**src/rtl/img_pkg.sv**
```systemverilog
// Shared pixel/window types for the image streaming blocks.
// Window element k = 3*row + col lives at bits [8k+7:8k] of the flat bus.
package img_pkg;

  localparam int PIX_W    = 8;
  localparam int WIN_K    = 3;
  localparam int WIN_BITS = WIN_K * WIN_K * PIX_W;

  typedef logic [PIX_W-1:0] pixel_t;

  // Element 0 (top-left) sits at the least-significant byte.
  typedef pixel_t [WIN_K*WIN_K-1:0] window_t;

  function automatic window_t shift_window(input window_t win,
                                           input pixel_t  top,
                                           input pixel_t  mid,
                                           input pixel_t  bot);
    window_t w;
    w = win;
    for (int i = 0; i < WIN_K; i++) begin
      w[WIN_K*i + 0] = win[WIN_K*i + 1];
      w[WIN_K*i + 1] = win[WIN_K*i + 2];
    end
    w[2] = top;
    w[5] = mid;
    w[8] = bot;
    return w;
  endfunction

endpackage

```
**src/rtl/line_buffer.sv**
```systemverilog
// One raster row of pixel storage; combinational read, synchronous write.
// Reading and writing the same address in one cycle returns the old value.
module line_buffer #(
  parameter  int DEPTH  = 6,
  parameter  int DATA_W = 8,
  localparam int ADDR_W = (DEPTH > 1) ? $clog2(DEPTH) : 1
) (
  input  logic              clk,
  input  logic              we,
  input  logic [ADDR_W-1:0] addr,
  input  logic [DATA_W-1:0] wr_data,
  output logic [DATA_W-1:0] rd_data
);

  logic [DATA_W-1:0] mem [DEPTH];

  assign rd_data = mem[addr];

  always_ff @(posedge clk) begin
    if (we) mem[addr] <= wr_data;
  end

endmodule

```
**src/rtl/window_3x3.sv**
```systemverilog
// Streaming 3x3 neighbourhood generator over a padded raster stream.
// One output register; a window is emitted for each interior pixel accepted.
module window_3x3
  import img_pkg::*;
#(
  parameter int WIDTH  = 6,
  parameter int HEIGHT = 6
) (
  input  logic                clk,
  input  logic                reset,
  input  logic [PIX_W-1:0]    data_in,
  input  logic                valid_in,
  output logic                ready_out,
  output logic [WIN_BITS-1:0] data_out,
  output logic                valid_out,
  input  logic                ready_in
);

  localparam int COL_W  = $clog2(WIDTH) + 1;
  localparam int ROW_W  = $clog2(HEIGHT) + 1;
  localparam int ADDR_W = $clog2(WIDTH);

  logic [COL_W-1:0] col;
  logic [ROW_W-1:0] row;
  logic             accept;
  logic             emit;
  logic             col_last;
  logic             row_last;
  pixel_t           lb0_rd;
  pixel_t           lb1_rd;
  window_t          win_p0;
  window_t          win_nxt;

  assign ready_out = !valid_out || ready_in;
  assign accept    = valid_in && ready_out;
  assign col_last  = (col == COL_W'(WIDTH - 1));
  assign row_last  = (row == ROW_W'(HEIGHT - 1));
  // Row/col gating hides stale line-buffer contents and row-wrap windows.
  assign emit      = accept && (row >= ROW_W'(2)) && (col >= COL_W'(2));
  assign win_nxt   = shift_window(win_p0, lb1_rd, lb0_rd, data_in);

  line_buffer #(.DEPTH(WIDTH), .DATA_W(PIX_W)) u_lb0 (
    .clk     (clk),
    .we      (accept),
    .addr    (col[ADDR_W-1:0]),
    .wr_data (data_in),
    .rd_data (lb0_rd)
  );

  line_buffer #(.DEPTH(WIDTH), .DATA_W(PIX_W)) u_lb1 (
    .clk     (clk),
    .we      (accept),
    .addr    (col[ADDR_W-1:0]),
    .wr_data (lb0_rd),
    .rd_data (lb1_rd)
  );

  always_ff @(posedge clk) begin
    if (!reset) begin
      col <= '0;
      row <= '0;
    end else if (accept) begin
      if (col_last) begin
        col <= '0;
        row <= row_last ? '0 : row + 1'b1;
      end else begin
        col <= col + 1'b1;
      end
    end
  end

  // Stage p0: window shift register and output register
  always_ff @(posedge clk) begin
    if (!reset) begin
      win_p0    <= '0;
      data_out  <= '0;
      valid_out <= 1'b0;
    end else begin
      if (accept) win_p0 <= win_nxt;
      if (emit) begin
        data_out  <= win_nxt;
        valid_out <= 1'b1;
      end else if (ready_out) begin
        valid_out <= 1'b0;
      end
    end
  end

endmodule

```
**config.mk**
```make
export PLATFORM = sky130hd
export DESIGN_NAME = window_3x3
export DESIGN_NICKNAME = d
export VERILOG_FILES = /design/src/rtl/img_pkg.sv /design/src/rtl/line_buffer.sv /design/src/rtl/window_3x3.sv
export SDC_FILE = /design/constraint.sdc
export NUM_CORES = 1
export LEC_CHECK = 0
export BUFFER_PORTS_ARGS = -buffer_cell sky130_fd_sc_hd__clkbuf_2
export CORE_MARGIN = 1.5
export CORE_UTILIZATION = 52
export DETAILED_ROUTE_END_ITERATION = 10
export GPL_TIMING_DRIVEN = 0
export PLACE_DENSITY = 0.72
export SYNTH_ARGS = -nofsm -noshare
export SYNTH_HDL_FRONTEND = slang
export SYNTH_SLANG_ARGS = --single-unit
```
**constraint.sdc**
```tcl
create_clock -name clk -period 4.43 [get_ports clk]
set_clock_uncertainty 0.15 [all_clocks]
set_input_delay 0.886 -clock clk [delete_from_list [all_inputs] [get_ports clk]]
set_output_delay 0.886 -clock clk [all_outputs]
set_load 0.02 [all_outputs]
```
After elaboration in Yosys (flattened, before gate mapping)
Memories as Yosys holds them, arrays and structs flattened. A register that Yosys moved wholly into a read port is not among the register bits.
Cells that the tools add are included.
{ "word_totals": {"regBits": 129, "ram_bits": 96, "input_bits": 12, "wordCells": 35, "n_memories": 2} }
{ "mem_list": {"columns": ["name", "words", "width", "rd", "rd_clocked_by_memory_dff", "wr", "line_no", "source"], "rows": [
  ["u_lb0.mem", 6, 8, 1, 1, 1, "line_buffer.sv:15", "logic [DATA_W-1:0] mem [DEPTH];"],
  ["u_lb1.mem", 6, 8, 1, 1, 1, "line_buffer.sv:15", null]
]} }
{ "op_classes": {"n_addsub": 2, "order_cmp": 2, "n_eq_ne": 2, "muxes": 10, "n_reduce_logical": 7} }
{ "ops": {"columns": ["cell", "count"], "rows": [
  ["2-to-1 mux 3 bit", 4],
  ["adder 4 x 1 -> 4 bit (second input constant)", 2],
  ["equality test 4 x 3 -> 1 bit (second input constant)", 2],
  [">= comparator 4 x 2 -> 1 bit (second input constant)", 2],
  ["2-to-1 mux 4 bit", 2],
  ["2-to-1 mux 1 bit", 4],
  ["logical AND 1 bit", 3],
  ["AND reduction 2 bit", 1],
  ["nonzero test 2 bit", 1],
  ["logical NOT 1 bit", 1],
  ["logical OR 1 bit", 1]
]} }

Logic depth before layout (Yosys ltp)
Gate-level depths: netlist of the first run.
{ "depth": {"ltp_word": 6, "depth_mapped": 8, "depth_no_buf": 4} }

Cells and area by module
A second synthesis of the first run with hierarchy kept.
{ "unflattened": {"hier_cells": 791, "area_unflattened_um2": 8743.4} }
{ "modules_own_cells": {"columns": ["module", "n_inst", "cells_per_inst", "area_per_inst_um2", "seq_area_each_um2"], "rows": [
  ["window_3x3", 1, 583, 4844.6, 2582.5],
  ["line_buffer at u_lb0", 1, 103, 1949.4, 1441.4],
  ["line_buffer at u_lb1", 1, 105, 1949.4, 1441.4]
]} }

Worst setup path after synthesis of the first run
OpenSTA, ideal clock, no wires.
{ "synth_timing": {"kind": "in2reg", "startpoint": "in ready_in", "endpoint": "mem u_lb0.mem[2][0], enable pin", "arrival_ns": 3.377, "required_time_ns": 3.844, "path_slack_ns": 0.466, "path_stages": 5, "n_path_buf": 2, "path_cell_list": "nand2b_1 > buf_2 > nand2_1 > clkbuf_1 > nor4b_1"} }
{ "synth_via": {"elab_chain_cells": 4} }
{ "synth_lines": {"columns": ["item", "line_no", "source"], "rows": [
  ["start: declaration", "window_3x3.sv:16", "input logic ready_in"],
  ["logical OR 1 bit", "window_3x3.sv:34", "assign ready_out = !valid_out || ready_in;"],
  ["named net ready_out", "window_3x3.sv:13", "output logic ready_out,"],
  ["logical AND 1 bit", "window_3x3.sv:35", "assign accept = valid_in && ready_out;"],
  ["2-to-1 mux 1 bit", "line_buffer.sv:20", "if (we) mem[addr] <= wr_data;"],
  ["2-to-1 mux 1 bit (not written as such)", "line_buffer.sv:20", null],
  ["end: declaration", "line_buffer.sv:15", null]
]} }
The timed path passes the listed nets, and every way through them passes these cells.

Worst setup path after layout of the first run
{ "layout_timing": {"startpoint": "in ready_in", "endpoint": "mem u_lb0.mem[4][3], enable pin"} }
{ "layout_via": {"elab_chain_cells": 4} }
{ "layout_lines": {"columns": ["item", "line_no"], "rows": [
  ["logical OR 1 bit", "window_3x3.sv:34"],
  ["logical AND 1 bit", "window_3x3.sv:35"],
  ["2-to-1 mux 1 bit", "line_buffer.sv:20"],
  ["2-to-1 mux 1 bit (not written as such)", "line_buffer.sv:20"]
]} }
Every way passes these cells.

==> results of run 1 <==
-- layer usage --
metal  wire (um)  global-route usage [%]  vias up
met3        1291                   3.588       33
met4         326                   4.938        0
met1        8229                   29.67     2846
met2        9306                   38.01      216
met5           0                       0        -
li1            -                       -     2772
-- cell families after synthesis --
family / count (synthesis) / synth area share, %
xor+xnor: 3 / 0.3053
mux: 48 / 8.983
simple gates: 273 / 12.78
flops: 228 / 64.19
buf+inv: 56 / 3.299
compound gates: 131 / 10.45
-- where the power goes --
group          leakage, nW  internal (W)  switching [W]
combinational         1.43      0.000119       0.000166
clock                0.341       0.00102       0.000753
sequential            1.95       0.00226      0.0000289
-- cells in the mapped netlist --
cell,count,area [um^2]
nand2b_1,2,12.51
and2_1,3,18.77
nor3b_1,1,7.510
or3_4,1,11.26
and2_0,1,6.260
mux2_1,8,90.09
nand3b_1,1,7.510
nor4_1,1,6.260
a211o_1,2,17.52
xnor2_1,3,26.28
and4bb_2,1,12.51
buf_1,1,3.750
o21a_1,2,15.01
a21boi_1,1,7.510
o22ai_1,1,6.260
nand3_1,3,15.01
buf_8,1,15.01
and4_1,1,8.760
buf_2,22,110.1
a21oi_1,1,5.000
dfxtp_1,132,2643
nand4_2,1,12.51
mux2_2,10,112.6
or3_1,2,12.51
mux2_4,14,210.2
nand4_1,1,6.260
clkbuf_1,23,86.33
mux4_2,16,360.4
clkbuf_2,1,5.000
nor4b_1,1,8.760
nand2_1,184,690.7
nor2_1,66,247.7
a21boi_0,91,683.2
buf_4,1,7.510
buf_6,4,45.04
inv_1,3,11.26
o21ai_0,33,165.2
nor3_1,3,15.01
edfxtp_1,96,2883
-- how the worst max path moves through the flow --
stage / end / depth (start not counted)
final: u_lb0.mem[4][3] / 10
after global routing: u_lb0.mem[4][3] / 10
after CTS: u_lb0.mem[4][3] / 10
after detailed placement: u_lb0.mem[4][3] / 10
after global placement: u_lb0.mem[2][4] / 6
after floorplan: u_lb0.mem[2][0] / 5
-- metrics by stage --
step,TNS (ns),std cells
after floorplan,0,739
after global placement,-33.46,1038
after detailed placement,0,1048
after CTS,0,1087
after global routing,0,1087
final,0,1087
-- registers in the layout, indices dropped and copies added (netlist names), named ones only --
name,count
valid_out,1
data_out,72
row,4
u_lb1.mem,48
win_nxt,48
u_lb0.mem,48
col,4
-- worst reg2reg max path: stages, from the launching register on --
cell	delay, ns
dfxtp_1	0.31
nand2b_1	0.06
buf_2	0.22
and2_0	0.17
clkbuf_1	0.17
buf_2	0.26
buf_2	0.26
nand2_1	0.12
nor3_2	0.57
buf_8	0.23
-- final cells by class --
cell class	instances	area share (%)
multi-input combinational	455	27.97
clock buffer	34	6.494
buffer	53	2.697
tap	216	2.672
inverter	3	0.1113
sequential	228	54.63
timing repair buffer	93	5.146
clock inverter	5	0.2845
==> out/qor.yml, run 1 <==
worst_setup_path:
  slowest_delay_ns: 0.57
  reg2reg_from: "valid_out"
  crit_fanout: 10
  r2r_end: "u_lb0.mem[4][3]"
  crit_arrival_ns: 3.04
  worstSetupPathType: "in -> reg"
  crit_top_cell: "buf_2"
  critical_path.startpoint_type: "input port"
  worstPathRequired_ns: 4.48
  r2r_slack_ns: 1.62
  crit_start: "ready_in"
  crit_buf_inv: 6
  crit_slowest_cell: "nor3_2"
  end_kind: "register"
  r2r.worst_path.cells: 9
  critical-path-top-delay-family: "buffers and inverters"
  worstPathCellList: "clkbuf_2 -> nand2b_1 -> buf_2 -> and2_0 -> clkbuf_1 -> buf_2 -> buf_2 -> nand2_1 -> nor3_2 -> buf_8"
cts:
  htreeDepth: 1
  ctsHoldBuffers: 0
  cts_buffer_depth: 3
  cts.clk_slew.worst_paths_ns: 0.06
  cts_made_buffers: 23
  cts_resized: 0
  clk_latency_ns: 0.50
  ctsRootBufferMaster: "clkbuf_16"
  cts_num_sinks: 228
  cts_setup_buffers: 0
  cts_tree: "built"
timing:
  rsz0062_at_grt: "false"
  max_freq_mhz: 334.4
  slew_headroom_pct: 51.38
  worst_pin_slew_ns: 0.7254
  hold_viol: 0
  setup_viol_count_final: 0
  hold_ws_ns: 0.3109
  layout_setup_ws_ns: 1.439
  slew_viol_final: 0
  post-route-min-period_ns: 2.991
  period_share_pct: 67.51
floorplan:
  boundaryPins: 86
  core-area_um2: 16000
  initial_core_util_pct: 53.80
  rows: 46
  dieHeight_um: 131.7
  die_area_um2: 17340
  fp.dieW_um: 131.7
layout:
  layout.nets: 869
  layout_commonest_cell: "nand2_1"
  regArea_um2: 5525
  multiInputGateArea_um2: 2829
  area_growth_pct: 17.50
  drive_above_1_share_pct: 23.31
  final_cell_mix: "184 x nand2_1, 132 x dfxtp_1, 96 x edfxtp_1"
  antenna_cells: 0
  fin_util_pct: 63.22
  final_area_um2: 10110
  nFillCells: 1277
pwr:
  p_leak_nw: 3.721
  irDropWorstVdd_mv: 0.2690
  power_w: 0.004354
  power_density_nw_per_um2: 430.5
logic_synthesis:
  syn_inst: 739
  seq_area_frac_synth_pct: 64.19
  ys_warn_count: 0
  synthesis.nets: 751
  netlist_area_um2: 8608
  syn_avg_cell_area_um2: 11.65
  ys_ff_latch: 228
  synth_cell_types: 39
drt:
  wirelength_um: 19150
  wire_per_inst_um: 17.62
  vias: 5867
  drcViolationCount: 0
  viasPerCell: 5.397
  drtPass1Iterations: 7
  ant_nets: 0
  drt_iter0_drc: 402
hold_path:
  holdPathStages: 2
  hold-path-endpoint: "data_out[29]"
  hold_path_class: "reg -> reg"
  hold_start: "data_out[29]"
global_routing:
  grt_max_degree: 15
  grt_pass1_wl_um: 30420
  grt_pass1_vias: 5689
  antenna_found_initial: 0
  grt_usage_pct: 22.14
  overflow: 0
outcome:
  status: "complete, no violations"
flow_run:
  cap_violations: 0
placement:
  dpl-instance-area_um2: 9429
  place_hpwl_um: 13420
  gp_congestion: 0.8838
  pre_cts_slack_ns: 0.9992
  numPortBuffers: 83
No activity file was read; power rests on OpenSTA's default activity.
==> inputs of run 2 (changes only) <==
==> constraint.sdc (replaced) <==
create_clock -name clk -period 2.79 [get_ports clk]
set_clock_uncertainty 0.15 [all_clocks]
set_input_delay 0.558 -clock clk [delete_from_list [all_inputs] [get_ports clk]]
set_output_delay 0.558 -clock clk [all_outputs]
set_load 0.02 [all_outputs]
==> run 2 against run 1 <==
Net effect: non-clock buffer count fell by 5; largest power group unchanged; combinational power up 59%; utilization shrank 0.12 points; wire length fell by 1.8%; via count down 1.6%; sequential share of layout area increased by 0.10 points; critical path depth down 4; setup slack worse by 1.2 ns; die area stayed put; power increased by 56%; worst hold slack worse by 0.10 ns; clock power up 52%.
==> out/qor.yml, run 2 (same netlist as run 1, synthesis figures left out) <==
timing:
  post-route-min-period_ns: 2.591
  period_share_pct: 92.88
  layout_setup_ws_ns: 0.1986
  slew_headroom_pct: 37.30
  slew_viol_final: 0
  max_freq_mhz: 385.9
  worst_pin_slew_ns: 0.9374
  hold_viol: 0
  setup_viol_count_final: 0
  hold_ws_ns: 0.2076
  rsz0062_at_grt: "false"
global_routing:
  grt_usage_pct: 21.99
  met3_usage_pct: 3.395
  overflow: 0
  met2_usage_pct: 37.13
  grt_pass1_vias: 5726
  use_met1_pct: 29.56
  grt_max_degree: 17
  antenna_found_initial: 0
  grt.busiest_layer: "met2"
  grt_pass1_wl_um: 30130
worst_setup_path:
  worstPathCellList: "nand2b_1 -> buf_2 -> nand2_1 -> clkbuf_1 -> nor4b_4 -> buf_8"
  worstPathRequired_ns: 2.84
  critical_path.startpoint_type: "register"
  r2r_slack_ns: 0.20
  r2r_end: "u_lb0.mem[2][6]"
  reg2reg_from: "valid_out"
  end_kind: "register"
  crit_slowest_cell: "nor4b_4"
  crit_end: "u_lb0.mem[2][6]"
  crit_fanout: 10
  crit_arrival_ns: 2.64
  worstSetupPathType: "reg -> reg"
  crit_start: "valid_out"
  slowest_delay_ns: 0.64
  r2r.worst_path.cells: 6
cts:
  ctsRootBufferMaster: "clkbuf_16"
  cts_tree: "built"
  clk_latency_ns: 0.50
  htreeDepth: 1
  cts_made_buffers: 23
  cts_num_sinks: 228
  cts.clk_slew.worst_paths_ns: 0.06
  cts_buffer_depth: 3
placement:
  place_hpwl_um: 12970
  dpl-instance-area_um2: 9405
  place_inst: 1041
  gp_congestion: 0.8966
  pre_cts_slack_ns: -0.4938
  numPortBuffers: 83
floorplan:
  core-area_um2: 16000
  dieHeight_um: 131.7
  rows: 46
  die_area_um2: 17340
  initial_core_util_pct: 53.80
  fp.dieW_um: 131.7
  boundaryPins: 86
layout:
  largest_register_ffs: 72
  multiInputGateArea_um2: 2870
  largest_register: "data_out"
  nFillCells: 1293
  area_growth_pct: 17.28
  drive_above_1_share_pct: 22.45
  layout.nets: 864
  antenna_cells: 0
  final_area_um2: 10100
  final_cell_mix: "184 x nand2_1, 132 x dfxtp_1, 96 x edfxtp_1"
  layout_commonest_cell: "nand2_1"
  regArea_um2: 5525
  stdcell_count: 1080
drt:
  viasPerCell: 5.348
  drcViolationCount: 0
  wirelength_um: 18820
  ant_nets: 0
  drt_iter0_drc: 393
  drtPass1Iterations: 5
  wire_per_inst_um: 17.42
  vias: 5776
pwr:
  power_density_nw_per_um2: 673.3
  p_leak_nw: 3.673
  irDropWorstVdd_mv: 0.4048
hold_path:
  hold_path_class: "in -> reg"
outcome:
  status: "complete, no violations"
flow_run:
  cap_violations: 0
## run 2: worst max-delay path, delay by kind of cell (launching register included)
family / cells / cell delay [ns]
buffers and inverters: 3 / 0.84
flip-flops: 1 / 0.30
AND/OR/NAND/NOR: 3 / 1.01
## run 2: layout make-up
type | count | area share [%]
plain buffers | 53 | 2.702
clock buffers | 36 | 6.345
well taps | 216 | 2.677
clock inverters | 1 | 0.04957
inverters | 3 | 0.1115
multi-input cells | 455 | 28.43
flip-flops and latches | 228 | 54.73
repair buffers | 88 | 4.957
## run 2: repair_timing
action / in CTS / in global routing
gates resized for setup: 1 / 0
endpoints found under the setup margin: 32 / 16
hold buffers: 0 / 0
pin swaps: 1 / 1
setup buffers: 1 / 1
endpoints found under the hold margin: 0 / 0
## run 2: worst min-delay path by stage
stage                     start              end  slack [ns]  cells past startpoint
finish               data_in[3]  u_lb0.mem[0][3]        0.21                      1
global route         data_in[2]  u_lb0.mem[0][2]        0.21                      1
CTS                  data_in[1]  u_lb0.mem[5][1]        0.19                      1
detailed placement   win_nxt[1]      data_out[1]        0.31                      2
global placement     win_nxt[0]      data_out[0]        0.30                      2
floorplan           win_nxt[24]     data_out[24]        0.29                      2
## run 2: power by group
| part | leakage (nW) | switching [W] | internal [W] |
|---|---|---|---|
| Combinational | 1.41 | 0.000265 | 0.000188 |
| Clock | 0.318 | 0.00114 | 0.00156 |
| Sequential | 1.95 | 0.0000458 | 0.00360 |
| Total | 3.67 | 0.00145 | 0.00534 |
## run 2: metrics by stage
stage / TNS, ns / power (W) / utilization (%)
after floorplan: -1.249 / 0.004001 / -
after global placement: -63.21 / 0.004131 / 58.27
after detailed placement: -18.52 / 0.004162 / 58.78
after CTS: 0 / 0.006841 / 62.97
after global routing: 0 / 0.007027 / 63.10
final: 0 / 0.006798 / 63.10
## run 2: per-layer routing
metal  up-vias  share of wire [%]
met1      2797                 44
met5         -                  0
met4         0                2.1
li1       2760                  -
met2       190                 48
met3        29                6.4
==> inputs of run 3 (changes only) <==
--- a/config.mk
+++ b/config.mk
@@ -9,8 +9,8 @@
 export CORE_MARGIN = 1.5
 export CORE_UTILIZATION = 52
 export DETAILED_ROUTE_END_ITERATION = 10
-export GPL_TIMING_DRIVEN = 0
 export PLACE_DENSITY = 0.72
+export RECOVER_POWER = 25
 export SYNTH_ARGS = -nofsm -noshare
 export SYNTH_HDL_FRONTEND = slang
 export SYNTH_SLANG_ARGS = --single-unit
==> run 3 against run 2 <==
Net effect: die area did not move; sequential power barely moved; design area shrank 2.0%; sequential cell count stayed put; utilization down 1.2 points; sequential share of layout area is 1.1 points higher; largest power group unchanged; clock power grew 13%; highest routed layer unchanged.
==> out/qor.yml, run 3 (same netlist as run 1, synthesis figures left out) <==
worst_setup_path:
  end_kind: "register"
  r2r.worst_path.cells: 4
  worstSetupPathType: "reg -> reg"
  crit_arrival_ns: 2.10
  worstPathRequired_ns: 2.77
  crit_fanout: 17
  critical_path.startpoint_type: "register"
  r2r_slack_ns: 0.67
pwr:
  p_leak_nw: 3.447
  power_w: 0.007091
  power_density_nw_per_um2: 716.4
  irDropWorstVdd_mv: 0.3940
cts:
  cts_tree: "built"
  ctsHoldBuffers: 0
  cts_buffer_depth: 3
  cts_num_sinks: 228
  htreeDepth: 1
  cts_setup_buffers: 0
  ctsRootBufferMaster: "clkbuf_16"
  clk_latency_ns: 0.50
  cts_resized: 0
  cts.clk_slew.worst_paths_ns: 0.06
  cts_made_buffers: 23
global_routing:
  antenna_found_initial: 0
  grt_usage_pct: 20.57
  grt_pass1_wl_um: 28640
  grt_max_degree: 93
  overflow: 0
  grt_pass1_vias: 5494
layout:
  antenna_cells: 0
  stdcell_count: 1041
  area_growth_pct: 14.99
  layout.nets: 822
  largest_register: "data_out"
  drive_above_1_share_pct: 16.12
  final_cell_mix: "184 x nand2_1, 132 x dfxtp_1, 96 x edfxtp_1"
  layout_commonest_cell: "nand2_1"
  largest_register_ffs: 72
  nFillCells: 1327
drt:
  drt_iter0_drc: 431
  wire_per_inst_um: 16.93
  viasPerCell: 5.336
  wirelength_um: 17620
  drtPass1Iterations: 5
  ant_nets: 0
  vias: 5555
  drcViolationCount: 0
outcome:
  status: "complete, no violations"
floorplan:
  boundaryPins: 86
  rows: 46
  core-area_um2: 16000
  dieHeight_um: 131.7
  die_area_um2: 17340
  initial_core_util_pct: 53.80
  fp.dieW_um: 131.7
timing:
  max_freq_mhz: 472.3
  worst_pin_slew_ns: 0.8410
  hold_ws_ns: 0.2918
  rsz0062_at_grt: "false"
  hold_viol: 0
  period_share_pct: 75.89
  post-route-min-period_ns: 2.117
  slew_viol_final: 0
  setup_viol_count_final: 0
  slew_headroom_pct: 43.93
placement:
  place_inst: 1001
  gp_congestion: 0.8081
  numPortBuffers: 85
  place_hpwl_um: 11020
hold_path:
  hold_path_class: "in -> reg"
  holdPathStages: 3
flow_run:
  cap_violations: 0
[run 3: cell count changes in the layout (fill, tap and decap cells not counted), sizes merged]
cell and delta:
buf -22, bufinv +2, clkbuf -21, clkinv +2
[run 3: final timing paths]
check | start | endpoint
worst min-delay path | data_in[2] | data_out[66]
worst max-delay path | valid_out | u_lb1.mem[1][6]
worst min register to register | data_out[53] | data_out[53]
worst max register to register | valid_out | u_lb1.mem[1][6]
[run 3: through the flow]
stage          instance area, um^2  setup WS [ns]  TNS [ns]  util (%)
5_1_grt                       9898         0.4706         0     61.86
3_5_place_dp                  9229         0.6687         0     57.68
6_report                      9898         0.6726         0     61.86
4_1_cts                       9976         0.7053         0     62.35
3_3_place_gp                  9229         0.7151         0     57.68
2_1_floorplan                 8638       -0.06275    -1.249         -
[run 3: final cells by class]
type	count	area, um^2	share of cell area, %
repair buffers	99	515.5	5.208
well taps	216	270.3	2.730
clock buffers	35	671.9	6.788
flip-flops and latches	228	5525	55.82
inverters	3	11.26	0.1138
multi-input cells	455	2829	28.58
clock inverters	5	75.07	0.7584
[run 3: metal layers]
layer  track usage, %  vias up  wire, um  part of all wire (%)
li1                 -     2676         -                     -
met1            26.92     2678      7712                    44
met2            35.09      172      8533                    48
met3            3.395       29      1020                   5.8
met4            6.543        0       354                   2.0
met5                0        -         0                     0
[run 3: worst max-delay path: stages (launching register included)]
cell	delay, ns
dfxtp_1	0.31
nand2b_1	0.10
nand2_1	0.35
nor3_1	0.32
clkbuf_2	0.51
[run 3: power by group]
| group | leakage (nW) | switching [W] | internal, W |
|---|---|---|---|
| clock | 0.367 | 0.00120 | 0.00184 |
| sequential | 1.95 | 0.0000529 | 0.00360 |
| combinational | 1.13 | 0.000235 | 0.000169 |
| total | 3.45 | 0.00149 | 0.00560 |
